File: config.mk
export PLATFORM = sky130hd
export DESIGN_NAME = tournament_predictor_param
export DESIGN_NICKNAME = d
export VERILOG_FILES = /design/src/rtl/tournament_predictor_param.sv
export SDC_FILE = /design/constraint.sdc
export NUM_CORES = 2
export LEC_CHECK = 0
export BUFFER_PORTS_ARGS = -buffer_cell sky130_fd_sc_hd__clkbuf_2
export CAP_MARGIN = 10
export CELL_PAD_IN_SITES_DETAIL_PLACEMENT = 1
export CELL_PAD_IN_SITES_GLOBAL_PLACEMENT = 1
export CORE_UTILIZATION = 53
export CTS_CLUSTER_SIZE = 25
export DETAILED_ROUTE_END_ITERATION = 12
export PLACE_DENSITY_LB_ADDON = 0.1
export SETUP_SLACK_MARGIN = 0.2
export SLEW_MARGIN = 20
export SYNTH_ARGS = -nofsm -noshare
export SYNTH_HDL_FRONTEND = slang
export SYNTH_SLANG_ARGS = --single-unit
File: constraint.sdc
create_clock -name clk -period 5.8 [get_ports clk]
set_input_delay 0 -clock clk [delete_from_list [all_inputs] [get_ports clk]]
set_output_delay 0 -clock clk [all_outputs]
set_load 0.02 [all_outputs]
File: src/rtl/tournament_predictor_param.sv
`default_nettype none
// ============================================================================
// Module   : tournament_predictor_param
// Brief    : Parametrised gshare + two-level local tournament predictor for
//            conditional BR, with non-speculative GHR and perf counters.
// Revision : 1.0
// ============================================================================
module tournament_predictor_param #(
    parameter int PC_WIDTH     = 16,
    parameter int GHR_BITS     = 8,
    parameter int LHT_IDX_BITS = 6,
    parameter int LHR_BITS     = 6,
    parameter int CHS_IDX_BITS = 6,
    parameter int CTR_BITS     = 2,
    parameter int PERF_BITS    = 32
) (
    input  logic                 clk,
    input  logic                 rst,
    input  logic                 lookup_valid,
    input  logic [PC_WIDTH-1:0]  lookup_pc,
    output logic                 pred_valid,
    output logic                 pred_taken,
    output logic                 pred_global,
    output logic                 pred_local,
    output logic [GHR_BITS-1:0]  pred_ghr,
    input  logic                 upd_valid,
    input  logic [PC_WIDTH-1:0]  upd_pc,
    input  logic                 upd_taken,
    input  logic                 upd_global,
    input  logic                 upd_local,
    input  logic [GHR_BITS-1:0]  upd_ghr,
    input  logic                 upd_pred_taken,
    output logic [PERF_BITS-1:0] perf_branches,
    output logic [PERF_BITS-1:0] perf_mispredicts
);

    localparam int c_gpht_n = 1 << GHR_BITS;
    localparam int c_lht_n  = 1 << LHT_IDX_BITS;
    localparam int c_lpht_n = 1 << LHR_BITS;
    localparam int c_chs_n  = 1 << CHS_IDX_BITS;
    localparam int c_ext_w  = PC_WIDTH + GHR_BITS + LHT_IDX_BITS + CHS_IDX_BITS;
    localparam logic [CTR_BITS-1:0] c_ctr_init = CTR_BITS'((1 << (CTR_BITS - 1)) - 1);

    logic [CTR_BITS-1:0] gpht_q [0:c_gpht_n-1];
    logic [CTR_BITS-1:0] lpht_q [0:c_lpht_n-1];
    logic [CTR_BITS-1:0] chs_q  [0:c_chs_n-1];
    logic [LHR_BITS-1:0] lht_q  [0:c_lht_n-1];
    logic [GHR_BITS-1:0] ghr_q, ghr_d;

    logic                pred_valid_q, pred_valid_d;
    logic                pred_taken_q, pred_taken_d;
    logic                pred_global_q, pred_global_d;
    logic                pred_local_q, pred_local_d;
    logic [GHR_BITS-1:0] pred_ghr_q, pred_ghr_d;
    logic [PERF_BITS-1:0] perf_br_q, perf_br_d;
    logic [PERF_BITS-1:0] perf_mis_q, perf_mis_d;

    function automatic logic [CTR_BITS-1:0] sat_step(input logic [CTR_BITS-1:0] c,
                                                     input logic up);
        if (up) return (c == '1) ? c : c + CTR_BITS'(1);
        else    return (c == '0) ? c : c - CTR_BITS'(1);
    endfunction

    // Zero-extended PCs so every index slice stays in range for any PC_WIDTH.
    logic [c_ext_w-1:0]      w_lk_pc_ext, w_up_pc_ext;
    logic [GHR_BITS-1:0]     w_lk_gidx, w_up_gidx;
    logic [LHT_IDX_BITS-1:0] w_lk_lht, w_up_lht;
    logic [LHR_BITS-1:0]     w_lk_lidx, w_up_lidx;
    logic [CHS_IDX_BITS-1:0] w_lk_cidx, w_up_cidx;
    logic [CTR_BITS-1:0]     w_gpht_new, w_lpht_new, w_chs_new;
    logic [LHR_BITS-1:0]     w_lht_new;
    logic                    w_g_ok, w_l_ok;
    logic                    w_unused_pc_bits;

    assign w_lk_pc_ext = c_ext_w'(lookup_pc);
    assign w_up_pc_ext = c_ext_w'(upd_pc);
    assign w_unused_pc_bits = ^{w_lk_pc_ext, w_up_pc_ext};

    assign w_lk_gidx = w_lk_pc_ext[GHR_BITS:1] ^ ghr_q;
    assign w_lk_lht  = w_lk_pc_ext[LHT_IDX_BITS:1];
    assign w_lk_lidx = lht_q[w_lk_lht];
    assign w_lk_cidx = w_lk_pc_ext[CHS_IDX_BITS:1];

    assign w_up_gidx = w_up_pc_ext[GHR_BITS:1] ^ upd_ghr;
    assign w_up_lht  = w_up_pc_ext[LHT_IDX_BITS:1];
    assign w_up_lidx = lht_q[w_up_lht];
    assign w_up_cidx = w_up_pc_ext[CHS_IDX_BITS:1];

    assign w_g_ok = (upd_global == upd_taken);
    assign w_l_ok = (upd_local == upd_taken);

    always_comb begin
        w_gpht_new = sat_step(gpht_q[w_up_gidx], upd_taken);
        w_lpht_new = sat_step(lpht_q[w_up_lidx], upd_taken);
        w_lht_new  = LHR_BITS'({w_up_lidx, upd_taken});
        w_chs_new  = chs_q[w_up_cidx];
        if (w_g_ok && !w_l_ok)      w_chs_new = sat_step(chs_q[w_up_cidx], 1'b1);
        else if (!w_g_ok && w_l_ok) w_chs_new = sat_step(chs_q[w_up_cidx], 1'b0);
    end

    always_comb begin
        pred_valid_d  = lookup_valid;
        pred_global_d = pred_global_q;
        pred_local_d  = pred_local_q;
        pred_taken_d  = pred_taken_q;
        pred_ghr_d    = pred_ghr_q;
        if (lookup_valid) begin
            pred_global_d = gpht_q[w_lk_gidx][CTR_BITS-1];
            pred_local_d  = lpht_q[w_lk_lidx][CTR_BITS-1];
            pred_taken_d  = chs_q[w_lk_cidx][CTR_BITS-1] ? pred_global_d : pred_local_d;
            pred_ghr_d    = ghr_q;
        end
        ghr_d      = ghr_q;
        perf_br_d  = perf_br_q;
        perf_mis_d = perf_mis_q;
        if (upd_valid) begin
            // GHR is rebuilt from the carried snapshot, so wrong-path lookups never pollute it.
            ghr_d     = GHR_BITS'({upd_ghr, upd_taken});
            perf_br_d = perf_br_q + PERF_BITS'(1);
            if (upd_pred_taken != upd_taken) perf_mis_d = perf_mis_q + PERF_BITS'(1);
        end
    end

    always_ff @(posedge clk) begin
        if (rst) begin
            for (int i = 0; i < c_gpht_n; i++) gpht_q[i] <= c_ctr_init;
            for (int i = 0; i < c_lpht_n; i++) lpht_q[i] <= c_ctr_init;
            for (int i = 0; i < c_chs_n; i++)  chs_q[i]  <= c_ctr_init;
            for (int i = 0; i < c_lht_n; i++)  lht_q[i]  <= '0;
            ghr_q         <= '0;
            pred_valid_q  <= 1'b0;
            pred_taken_q  <= 1'b0;
            pred_global_q <= 1'b0;
            pred_local_q  <= 1'b0;
            pred_ghr_q    <= '0;
            perf_br_q     <= '0;
            perf_mis_q    <= '0;
        end else begin
            if (upd_valid) begin
                gpht_q[w_up_gidx] <= w_gpht_new;
                lpht_q[w_up_lidx] <= w_lpht_new;
                lht_q[w_up_lht]   <= w_lht_new;
                chs_q[w_up_cidx]  <= w_chs_new;
            end
            ghr_q         <= ghr_d;
            pred_valid_q  <= pred_valid_d;
            pred_taken_q  <= pred_taken_d;
            pred_global_q <= pred_global_d;
            pred_local_q  <= pred_local_d;
            pred_ghr_q    <= pred_ghr_d;
            perf_br_q     <= perf_br_d;
            perf_mis_q    <= perf_mis_d;
        end
    end

    assign pred_valid       = pred_valid_q;
    assign pred_taken       = pred_taken_q;
    assign pred_global      = pred_global_q;
    assign pred_local       = pred_local_q;
    assign pred_ghr         = pred_ghr_q;
    assign perf_branches    = perf_br_q;
    assign perf_mispredicts = perf_mis_q;

endmodule
`default_nettype wire

* Word level (Yosys, flattened, before mapping) *
Memory sizes are Yosys's and may differ from the RTL's.
Index checks and enable logic that the tools add are counted.

storage, ports and cells
  register bits after elaboration = 84
  bits in writable memories = 1152
  input bits = 48
  output and inout port bits = 76
  word-level logic and storage cells = 68
  memories = 4

operators by class
  $add $sub $neg = 8
  equal/unequal tests = 6
  multiplexer cells = 28
  bitwise operators = 2
  reduce and logical (&&, ||, !) cells = 12

memory list
  name    depth  bits a word  read ports  clocked after memory_dff  write ports  line  text
  gpht_q  256    2            2           0                         256          44    logic [CTR_BITS-1:0] gpht_q [0:c_gpht_n-1];
  lht_q   64     6            2           0                         64           47    logic [LHR_BITS-1:0] lht_q [0:c_lht_n-1];
  chs_q   64     2            2           0                         64           46    logic [CTR_BITS-1:0] chs_q [0:c_chs_n-1];
  lpht_q  64     2            2           0                         64           45    logic [CTR_BITS-1:0] lpht_q [0:c_lpht_n-1];

operator list
  cell                     count
  $add A32 B1 Y32 const B  2
  $mux W2                  13
  $mux W6                  4
  $xor A8 B8 Y8            2
  $mux W1                  10
  $mux W8                  1
  $add A2 B1 Y2 const B    3
  $eq A2 B2 Y1 const B     3
  $logic_not A2 Y1         3
  $reduce_or A2 Y1         3
  $reduce_or A6 Y1         1
  $sub A2 B1 Y2 const B    3
  $eq A1 B1 Y1             2
  $logic_and A1 B1 Y1      2
  $logic_not A1 Y1         2
  $reduce_and A2 Y1        1
  $ne A1 B1 Y1             1

* Longest topological paths before layout *
  depth in word-level cells = 6
  mapped depth = 22

* Worst setup path after synthesis *
No wires, ideal clock.

  path kind = flip-flop to flip-flop
  start = reg ghr_q[0]
  end = reg pred_taken_q (netlist: pred_taken)
  setup time = 136 ps
  data arrival time = 3977 ps
  data required time = 5664 ps
  slack = 1687 ps
  stages on the path, launching flop included = 11
  path buffers = 2
  period minus slack after synthesis = 4113 ps
  cells stage by stage = dfxtp_1 xor2_1 clkbuf_1 buf_2 mux4_2 mux4_2 mux4_2 a211oi_1 a21oi_1 a31oi_1 o32ai_1

on the way
  cells in the longest elaborated chain, start to end = 3

ends and longest elaborated chain
  element                   line  text
  start: declaration        48    logic [GHR_BITS-1:0] ghr_q, ghr_d;
  start signal: assignment  145   ghr_q <= ghr_d;
  $xor A8 B8 Y8             79    assign w_lk_gidx = w_lk_pc_ext[GHR_BITS:1] ^ ghr_q;
  $mem_v2 Z256 W2           n/a
  $mux W1                   110   pred_taken_d = chs_q[w_lk_cidx][CTR_BITS-1] ? pred_global_d : pred_local_d;
  end signal: assignment    147   pred_taken_q <= pred_taken_d;
  end: declaration          51    logic pred_taken_q, pred_taken_d;

No other way between the ends.
A chain may end at the register's enable or synchronous reset.

==> summary.txt <==
Outcome
  – Outcome: finished, final reports clean

Synth
  – Register bit total from synthesis: 1236
  – Mapped Cells: 4940
  – Top_reg_cell synth: edfxtp_1
  – Register area share after synthesis: 0.5590
  – Post-Syn Nets: 4990
  – Yosys Warn Count: 0
  – Syn Area/Cell: 13.14 um2
  – Post-synthesis cell area: 64890 um2
  – Synth cell types: 73
  – Synth async-reset ratio: 0
  – Number of synthesized flops with an enable pin: 1152

Route
  – Total Wirelength: 211.3 mm
  – Initial DRC count: 5556
  – Avg WL per Cell: 31.85 um
  – Pre-antenna DRT Iters: 6
  – Via count: 45250
  – Drc violations: 0
  – Remaining antenna violation count: 0
  – DR vias/cell: 6.819

Timing
  – Max Clock Freq: 0.1942 GHz
  – Measured slew at the worst slew-check pin: 1.202 ns
  – Post-layout worst setup margin: 0.6500 ns
  – RSZ-0062 raised after global routing: false
  – Slew Viols, Final: 0
  – Worst slew margin: 0.1968
  – Skew final: 0.02447 ns
  – Final hold vios: 0
  – Final Setup Violations: 0
  – Final period utilization: 0.8879
  – TNS Setup: 0 ns
  – Minimum clock period: 5.150 ns

Clocking
  – Num CTS Buffers: 141
  – H-tree levels: 4
  – Post-CTS setup buffer count: 0
  – Clock Latency Late Sink: 0.79 ns
  – CTS root buf: clkbuf_16
  – CTS tree: yes
  – Maximum clock path buffer count: 3
  – Sinks on Clock Net: 1236
  – CTS clock-pin slew for the worst setup and hold paths: 0.06 ns

Placed design
  – Cells after DPL: 6358
  – Port Buf Inserts: 107
  – Final HPWL DP: 139.6 mm
  – Worst slack at placement: 0.6198 ns
  – RePlAce Congestion: 0.9165

Finish
  – Share of cells above drive strength 1: 0.2188
  – Fin cells: 6635
  – Fin nets: 4947
  – Flip-flop and latch area: 36270 um2
  – Area of the multi-input gates: 26520 um2
  – Leading cell type in the layout, fill and taps excluded: edfxtp_1
  – Fillers: 11720
  – Area Growth Syn to Fin: 10.78%
  – Commonest non-fill, non-tap cells in the layout: edfxtp_1, nor2_1, mux4_2, nand3_1, nand2_1

Setup path
  – Worst R2R Start: lht_q[31][0]$_SDFFCE_PN0P_
  – Critical path's most frequent cell: mux4_2
  – Critical path class: in2reg
  – Worst Path Required: 6.27 ns
  – CP Capture Type: register
  – Worst Path Buf+Inv: 4
  – WP data arrival: 5.62 ns
  – Worst-path fanout max: 27
  – RR Endpoint: lpht_q[2][0]$_SDFFCE_PN1P_
  – Startpoint Class: input port
  – CP cell instances: dlygate4sd3_1, buf_8, xor2_4, buf_4, mux4_2, mux4_2, mux4_2, mux4_2, o21bai_4, buf_4, nand3_1
  – Slowest-stage cell, CP: xor2_4
  – R2R cell count: 14
  – Worst setup path startpoint: upd_pc[1]
  – Cell family with most CP delay: multiplexers
  – Max incr delay on CP: 0.84 ns
  – R2r setup slk: 1.13 ns

GRT
  – Largest net degree at the start of global routing: 166
  – Number of global-route vias before repair: 47130
  – Tot GR Track Use: 0.3428
  – GR Util met3: 0.08140
  – Busiest grt layer: met2
  – Total global routing overflow: 0
  – Global routing usage on met1: 0.4753
  – Initial antenna violation count: 1
  – Routing usage on met2: 0.5341
  – Global-route wire length before repair: 314.2 mm

Hold path
  – Critical hold path startpoint: upd_pc[8]
  – Hold path endpoint: gpht_q[145][0]$_SDFFCE_PN1P_
  – Min-Delay Path Class: in2reg
  – WHS Path Cells: 5

Power
  – Reg power frac: 0.449
  – Internal power component: 16190 uW
  – Power Total: 22470 uW
  – Power share of the clock group: 0.388
  – Switching pwr: 6279 uW
  – Sw frac: 0.2794
  – Pwr Density: 312.6 nW/um2
  – Leak Pwr: 0.02396 uW
  – Logic pwr share: 0.163
  – Max IR drop VDD: 314.6 uV

Floorplanning
  – Core area: 121600 um2
  – Starting Density: 0.5339
  – Chip height: 351.9 um
  – # rows: 128
  – Ports: 124
  – Die width: 351.9 um
  – Die ar.: 123800 um2

Flow run
  – MaxCap Viol Count: 0
-- stage by stage --
step	hold slack, ns	area, um2	util
2_1_floorplan	0.1477	64890	-
3_3_place_gp	0.4181	67210	0.5529
3_5_place_dp	0.4388	67220	0.5530
4_1_cts	0.02023	71850	0.5911
5_1_grt	0.1322	71880	0.5914
6_report	0.08073	71890	0.5914
-- state kept, by name (all words and copies together) (netlist names), 8 cells and up --
| name | cells |
|---|---|
| lht_q | 384 |
| gpht_q | 512 |
| lpht_q | 128 |
| chs_q | 128 |
| perf_branches | 32 |
| ghr_q | 8 |
| pred_ghr | 8 |
| perf_mispredicts | 32 |
-- logic make-up (layout without fill, tap and decap cells) --
group,count (synthesis),after routing,synth area share
AOI/OAI and AO/OA,397,397,0.04415
xor gates and xnor gates,79,79,0.01107
adders and majority gates,5,5,0.0009061
buffers and inverters,522,591,0.03933
DFF,1236,1236,0.5590
muxes,702,702,0.1999
other,0,1,0
and+or+nand+nor,1999,1999,0.1456
-- final cells by class --
type | count | share of cell area
flip-flops and latches | 1236 | 0.5046
well taps | 1625 | 0.02828
diodes | 1 | 0.00003481
multi-input cells | 3182 | 0.3690
inverters | 17 | 0.0008877
repair buffers | 319 | 0.03577
clock buffers | 194 | 0.05521
clock inverters | 61 | 0.006248
-- how the worst max path moves through the flow --
stage	end	cells after the start
final	gpht_q[192][0]$_SDFFCE_PN1P_	11
after global routing	lpht_q[22][0]$_SDFFCE_PN1P_	18
after CTS	gpht_q[192][0]$_SDFFCE_PN1P_	11
after detailed placement	gpht_q[203][0]$_SDFFCE_PN1P_	10
after global placement	gpht_q[195][0]$_SDFFCE_PN1P_	10
after floorplan	pred_taken$_SDFFE_PP0P_	10
-- power by group through the flow --
stage          Combinational [uW]  Sequential (uW)  Clock (uW)
4_1_cts                      3600            10100        8810
3_5_place_dp                 3570            10300           0
6_report                     3660            10100        8720
2_1_floorplan                2440            10200           0
5_1_grt                      3800            10100        9090
3_3_place_gp                 3520            10200           0
-- timing repair --
item | CTS | global route
hold buffers | 21 | 0
gates resized for setup | 0 | 0
endpoints found under the hold margin | 116 | 0
-- Yosys cell counts, drive strengths merged (12+ instances only) --
library cell,instances,area (um2)
a21oi,29,152.7
xnor2,24,210.2
mux2i,214,2142
o21ai,29,145.1
xor2,55,508.0
nand4,36,225.2
or3,12,75.07
inv,16,60.05
mux2,14,157.7
and2,14,87.58
nor2b,29,181.4
nand3,413,2117
nor2,710,2684
nand2,277,1040
or2,26,162.7
dfxtp,84,1682
edfxtp,1152,34590
clkbuf,296,1111
a22oi,31,232.7
nand3b,13,97.59
and3,26,162.7
buf,209,1378
o22ai,37,237.7
nand2b,159,994.7
mux4,474,10680
nor4,68,459.2
a21o,211,1584
nor3,197,1001
-- tightest hold or removal path, stage by stage --
cell and delay, ns:
clkbuf_2 0.13, xor2_1 0.17, nand2_1 0.21, nor2_2 0.15
nand3_1 0.09
-- routing by layer --
metal,vias to the layer above,routed length [um]
met1,23630,83240
met2,2420,99370
li1,18790,-
met3,410,22140
met4,2,6578
met5,-,8
Note: power is estimated with default switching activity, not from simulation.
